[config.mk]
export PLATFORM = sky130hd
export DESIGN_NAME = regfile_param
export DESIGN_NICKNAME = d
export VERILOG_FILES = /design/src/rtl/regfile_pkg.sv /design/src/rtl/regfile_param_dffe_sync.sv /design/src/rtl/regfile_param.sv
export SDC_FILE = /design/constraint.sdc
export NUM_CORES = 2
export LEC_CHECK = 0
export ABC_AREA = 1
export CAP_MARGIN = 30
export CORE_MARGIN = 5
export CORE_UTILIZATION = 28
export CTS_CLUSTER_DIAMETER = 120
export CTS_CLUSTER_SIZE = 20
export DETAILED_ROUTE_END_ITERATION = 8
export PLACE_DENSITY = 0.53
export SYNTH_ARGS = -nofsm -noshare
export SYNTH_HDL_FRONTEND = slang
export SYNTH_SLANG_ARGS = --single-unit
[constraint.sdc]
create_clock -name clk -period 2.5 [get_ports clk]
set_input_delay 0.5 -clock clk [delete_from_list [all_inputs] [get_ports clk]]
set_output_delay 0.5 -clock clk [all_outputs]
set_load 0.01 [all_outputs]
[src/rtl/regfile_pkg.sv]
// Shared constants and the byte-merge helper used by the register file.
package regfile_pkg;

  localparam int BYTE_W         = 8;
  localparam int DEFAULT_DATA_W = 32;
  localparam int DEFAULT_ADDR_W = 5;

  // Upper bound for the merge helper; narrower callers zero-extend in and truncate out.
  localparam int MAX_DATA_W = 128;
  localparam int MAX_STRB_W = MAX_DATA_W / BYTE_W;

  function automatic logic [MAX_DATA_W-1:0] byte_merge(
    input logic [MAX_DATA_W-1:0] old_v,
    input logic [MAX_DATA_W-1:0] new_v,
    input logic [MAX_STRB_W-1:0] strb
  );
    logic [MAX_DATA_W-1:0] m;
    m = old_v;
    for (int i = 0; i < MAX_STRB_W; i++) begin
      if (strb[i]) m[i*BYTE_W +: BYTE_W] = new_v[i*BYTE_W +: BYTE_W];
    end
    return m;
  endfunction

endpackage

[src/rtl/regfile_param_dffe_sync.sv]
// W-bit enabled register with synchronous clear; clear wins over enable.
module dffe_sync #(
  parameter int W = 8
) (
  input  logic         clk,
  input  logic         clr,
  input  logic         en,
  input  logic [W-1:0] d,
  output logic [W-1:0] q
);

  always_ff @(posedge clk) begin
    if (clr)     q <= '0;
    else if (en) q <= d;
  end

endmodule

[src/rtl/regfile_param.sv]
// Parametrised multi-port register file with byte strobes, optional zero
// register, optional write-to-read bypass and optional registered reads.
module regfile_param
  import regfile_pkg::*;
#(
  parameter int DATA_W   = DEFAULT_DATA_W,
  parameter int ADDR_W   = DEFAULT_ADDR_W,
  parameter int NREAD    = 2,
  parameter int ZERO_R0  = 1,
  parameter int BYPASS   = 1,
  parameter int READ_REG = 0
) (
  input  logic                    clk,
  input  logic                    clr,
  input  logic                    we,
  input  logic [DATA_W/8-1:0]     wstrb,
  input  logic [ADDR_W-1:0]       waddr,
  input  logic [DATA_W-1:0]       wdata,
  input  logic [NREAD*ADDR_W-1:0] raddr,
  output logic [NREAD*DATA_W-1:0] rdata,
  output logic [NREAD-1:0]        rvalid
);

  localparam int DEPTH  = 2 ** ADDR_W;
  localparam int STRB_W = DATA_W / BYTE_W;

  logic [DEPTH-1:0][DATA_W-1:0] mem;

  // Storage: one enabled byte lane per register; register 0 is tied off when hard-wired to zero.
  for (genvar r = 0; r < DEPTH; r++) begin : g_reg
    if (ZERO_R0 != 0 && r == 0) begin : g_zero
      assign mem[r] = '0;
    end else begin : g_store
      for (genvar i = 0; i < STRB_W; i++) begin : g_lane
        dffe_sync #(.W(BYTE_W)) u_lane (
          .clk (clk),
          .clr (clr),
          .en  (we && (waddr == ADDR_W'(r)) && wstrb[i]),
          .d   (wdata[i*BYTE_W +: BYTE_W]),
          .q   (mem[r][i*BYTE_W +: BYTE_W])
        );
      end
    end
  end

  for (genvar k = 0; k < NREAD; k++) begin : g_rd
    logic [ADDR_W-1:0] ra;
    logic [DATA_W-1:0] rd_next;
    logic              is_zero;
    logic              hit;

    assign ra      = raddr[k*ADDR_W +: ADDR_W];
    assign is_zero = (ZERO_R0 != 0) && (ra == '0);
    assign hit     = (BYPASS != 0) && we && !clr && (waddr == ra) && !is_zero;

    // Zero register overrides bypass, bypass overrides the stored word.
    always_comb begin
      rd_next = mem[ra];
      if (hit) rd_next = DATA_W'(byte_merge(MAX_DATA_W'(mem[ra]), MAX_DATA_W'(wdata),
                                            MAX_STRB_W'(wstrb)));
      if (is_zero) rd_next = '0;
    end

    if (READ_REG != 0) begin : g_reg_out
      dffe_sync #(.W(DATA_W)) u_rdata (
        .clk (clk),
        .clr (clr),
        .en  (1'b1),
        .d   (rd_next),
        .q   (rdata[k*DATA_W +: DATA_W])
      );
      dffe_sync #(.W(1)) u_rvalid (
        .clk (clk),
        .clr (clr),
        .en  (1'b1),
        .d   (1'b1),
        .q   (rvalid[k])
      );
    end else begin : g_comb_out
      assign rdata[k*DATA_W +: DATA_W] = rd_next;
      assign rvalid[k]                 = 1'b1;
    end
  end

endmodule
# Word level (Yosys, flattened, before mapping)
# Index checks and enable logic that the tools add are counted.
[totals] reg_bits=992 latchBits=0 ramBits=0 mem_bits_ro=0 input_bits=54 output_inout_bits=66 word_cells=340 memories=0
[op_classes] n_addsub=0 multipliers=0 div_mod_pow=0 n_lt_le_gt_ge=2 n_eq_ne=33 shift=0 muxes=16 bitwise_logic=0 reduce_logical=165
[ops] op="binary-select mux 32 bit (select 5 bit)" n=2
[ops] op="two-way mux 32 bit" n=6
[ops] op="logical AND 1 bit" n=160
[ops] op="== test 5 bit, second input constant" n=16
[ops] op="two-way mux 8 bit" n=8
[ops] op="== test 5 x 4 -> 1 bit, second input constant" n=8
[ops] op="== test 5 x 3 -> 1 bit, second input constant" n=4
[ops] op="less-than comparator 5 x 6 -> 1 bit, second input constant" n=2
[ops] op="== test 5 x 2 -> 1 bit, second input constant" n=2
[ops] op="== test 5 bit" n=2
[ops] op="logical NOT 5 bit" n=2
[ops] op="== test 5 x 1 -> 1 bit, second input constant" n=1
[ops] op="logical NOT 1 bit" n=3

# Longest topological paths before layout
[logic_depth] word_depth=6 depth_mapped=13 depth_no_buf=11

# By module
# Synthesis repeated with hierarchy kept, for this count alone.
[hier_totals] cells_unflattened=10883 area_unflattened_um2=63221.9
[by_module_without_submodules] module="dffe_sync" n_inst=124 cells_each=51 area_per_inst_um2=341.6 seq_area_each_um2=160.2
[by_module_without_submodules] module="regfile_param" n_inst=1 cells_each=4559 area_per_inst_um2=20866.3 seq_area_each_um2=0.0

# Worst setup path after synthesis
# Ideal clock, no wire load.
[synth_path] path_type="input port to output port" from="input raddr[6]" to="output rdata[52]" arrival_time_ps=1912 required_time_ps=2000 slack_ps=88 stages=11 n_path_buf=3 cell_sequence="clkbuf_1 > clkinv_1 > clkbuf_1 > clkbuf_1 > a21oi_1 > o21ai_0 > nand3_1 > nand3_1 > nand3_1 > nand3_1 > nand2_1"
[synth_via] elab_chain_len=5 elab_cells_between_ends=10 classes_between="eq/ne (1); mux (5); reduce/logical (4)"
[synth_lines] item="from (decl)" line="regfile_param.sv:19" source="input logic [NREAD*ADDR_W-1:0] raddr,"
[synth_lines] item="binary-select mux 32 bit (select 5 bit), or another cell as far along" line="regfile_param.sv:58, regfile_param.sv:59"
[synth_lines] item="two-way mux 32 bit (implied by the code), or another cell as far along" line="regfile_param.sv:58, regfile_param.sv:59"
[synth_lines] item="two-way mux 8 bit or logical AND 1 bit (tied branches)" line="regfile_pkg.sv:20, regfile_param.sv:54"
[synth_lines] item="two-way mux 32 bit" line="regfile_param.sv:59" source="if (hit) rd_next = DATA_W'(byte_merge(MAX_DATA_W'(mem[ra]), MAX_DATA_W'(wdata),"
[synth_lines] item="two-way mux 32 bit (*)" line="regfile_param.sv:61" source="if (is_zero) rd_next = '0;"
[synth_lines] item="to (decl)" line="regfile_param.sv:20" source="output logic [NREAD*DATA_W-1:0] rdata,"
# Mark *: on every way between the ends. The rest lies on a longest branch, timed or not. The select of a mux whose other input is x is not followed.

# Worst setup path in the final report
[layout_path] from="input raddr[0]" to="output rdata[6]"
# The elaborated chain is that of the path after synthesis.

==> flow_summary.yaml <==
layout:
  regArea_sq_um: 20000
  regMostFlops: "g.g_store.g_lane.u_lane.q"
  fillers: 19966
  reg_top3: "g.g_store.g_lane.u_lane.q (992)"
  areaGrowthSynthToFinish_pct: 31.1
  design_area_sq_um: 70900
  drive_gt1_share_pct: 22.2
  final_cells: 10816
  final_nets: 8336
  largest_reg_flops: 992
  multi_input_area_sq_um: 31600
synthesis:
  yosys_warnings: 0
  syn_area_sq_um: 54100
  synth.distinct_cells: 24
  syn_inst: 7980
  synth.avg_cell_area_sq_um: 6.78
  ys_seq_elements: 992
  ys_seq_area_share_pct: 36.7
clock_network:
  htree_levels: 2
  insertion_delay_ns: 0.76
  clk_pin_slew_ns: 0.09
  cts_made_buffers: 56
  cts_tree: "built"
  ctsHoldBuffers: 0
  cts_sinks: 992
  cts_root_buf: "clkbuf_16"
  cts_max_path_buffers: 3
detailed_routing:
  drc: 0
  dr_total_vias: 59896
  wl_per_cell_um: 23.7
  routed_wl_um: 256000
  ant_nets: 0
  routed_via_density: 5.54
  dr.pass1.iters: 6
  drt_iter0_markers: 6370
floorplan:
  dieArea_sq_um: 202000
  rows: 161
  core-area_sq_um: 192000
  die_w_um: 450
  die_h_um: 450
  ios: 120
  start_util_pct: 28.1
setup_path:
  crit_arrival_ns: 2.20
  rrSetupSlack_ns: 1.64
  startpoint_type: "input port"
  cp-end-kind: "output pin"
  crit_type: "input port to output pin"
  critPathRequiredTime_ns: 2.00
  cp_max_fo: 15
timing:
  skew_ns: 0
  worst_hold_slack_ns: 0.431
  rsz0062_at_grt: "yes"
  worst_slack_ns: -0.199
  tightest_slew_ns: 1.16
  setup_viol: 64
  fin_crit_sh_pct: 108
  relSlewSlack_pct: 22.7
  period_minus_slack_ns: 2.70
  hold_violations: 0
  fmaxAchievable_mhz: 371
  report.final.slew_viol_count: 0
grt:
  grt_overflow: 0
  grt_pass1_wl_um: 370000
  grt.total_usage_pct: 23.8
  grt_start_max_net_pins: 180
  antenna_found_initial: 2
  grt_pass1_vias: 54423
outcome:
  status: "finished, violations left"
  violations: "setup timing"
place:
  port_buffers: 117
  gp_congestion: 0.933
  dp_hpwl_um: 173000
  place_area_sq_um: 64000
  post-place-cells: 10644
power_and_ir_drop:
  max-vdd-ir-drop_mv: 0.643
  leakagePower_nw: 26.2
  cellPowerDensity_nw_per_um2: 471
  power.total_mw: 33.4
min_path:
  hp-class: "input port to flip-flop"
run:
  drv_cap: 0
-- power by group --
part | total, mW | switching, mW | internal (mW)
clock network | 10.1 | 5.98 | 4.09
logic | 7.35 | 4.67 | 2.68
registers | 16.0 | 0.0635 | 15.9
total | 33.4 | 10.7 | 22.7
-- critical path: stages --
cell       delay, ns
buf_16          0.14
buf_12          0.16
bufbuf_16       0.28
nand2_1         0.07
o211ai_1        0.09
nand3_1         0.13
nand3_2         0.14
nand2_4         0.12
nand2_1         0.06
a21oi_1         0.17
buf_4           0.19
buf_6           0.12
-- path summary, 6_finish.rpt --
kind / start / depth (start not counted) / to
worst max-delay path: raddr[0] / 12 / rdata[6]
worst min register to register: g_reg[31].g_store.g_lane[2].u_lane.q[1]$_SDFFE_PP0P_ / 2 / g_reg[31].g_store.g_lane[2].u_lane.q[1]$_SDFFE_PP0P_
worst min-delay path: clr / 3 / g_reg[22].g_store.g_lane[1].u_lane.q[3]$_SDFFE_PP0P_
worst max register to register: g_reg[27].g_store.g_lane[3].u_lane.q[7]$_SDFFE_PP0P_ / 3 / g_reg[27].g_store.g_lane[3].u_lane.q[7]$_SDFFE_PP0P_
-- layer usage --
layer / track usage (%) / share of wire (%) / vias to the layer above
li1: - / - / 28417
met2: 37.3 / 44 / 2546
met3: 3.86 / 8.2 / 551
met4: 11.9 / 6.3 / 2
met1: 31.6 / 42 / 28380
met5: 0 / 0.0055 / -
-- cells in the final DEF, fill, tap and decap left out, types with 112 or more instances in the layout --
cell         n
nor2_1    1053
o21ai_1    137
dfxtp_1    880
nand2_1    848
a21oi_1    416
nand3_2    156
o211ai_1   457
o21ai_0    301
dfxtp_2    112
inv_1      537
a211oi_1   928
nand3_1    748
buf_4      590
buf_6      121
buf_12     182
-- cell families after synthesis --
kind of cell | count (synthesis) | synth area share, %
buffers and inverters | 1472 | 10.4
and+or+nand+nor | 3147 | 24.6
other | 1 | 0.00693
AOI/OAI and AO/OA | 2366 | 28.3
DFF | 992 | 36.7
xor gates and xnor gates | 2 | 0.0324
-- area by class of cell --
cell class	count	area share, %
multi-input combinational	5517	44.6
timing repair buffer	1047	16.9
clock buffer	59	2.01
sequential	992	28.2
inverter	666	3.65
antenna	1	0.00353
timing repair inverter	2	0.0317
clock inverter	6	0.123
tap	2526	4.45
-- stage by stage --
step,TNS [ns],setup slack (ns),util [%]
global placement,-221.07,-1.23,33.3
detailed placement,-216.15,-1.19,33.3
CTS,-7.84,-0.226,35.9
floorplan,0,0.0878,-
finish,-6.94,-0.199,36.9
global route,-10.07,-0.276,36.9
-- synth_stat cells --
master	count	area (sq um)
conb_1	1	3.75
nor2_2	29	181
a21oi_1	517	2590
inv_2	12	45.0
clkbuf_1	633	2380
a211oi_1	928	6970
nand4_1	67	419
o22ai_1	1	6.26
xnor2_1	1	8.76
nor2_1	1079	4050
nor3_1	2	10.0
clkinv_1	34	128
nand3_1	987	4940
nand2_1	982	3690
nor2_4	1	11.3
buf_2	81	405
xor2_1	1	8.76
inv_1	620	2330
buf_4	2	15.0
o21ai_0	454	2270
buf_1	90	338
o211ai_1	457	3430
a31oi_1	9	56.3
dfxtp_1	992	19900
-- repair_timing --
item,CTS,global route
endpoints found under the setup margin,64,64
cloned,29,14
setup buffers,57,33
resized for setup,1035,474
pin swaps,252,301
Note: power is estimated with default switching activity, not from simulation.
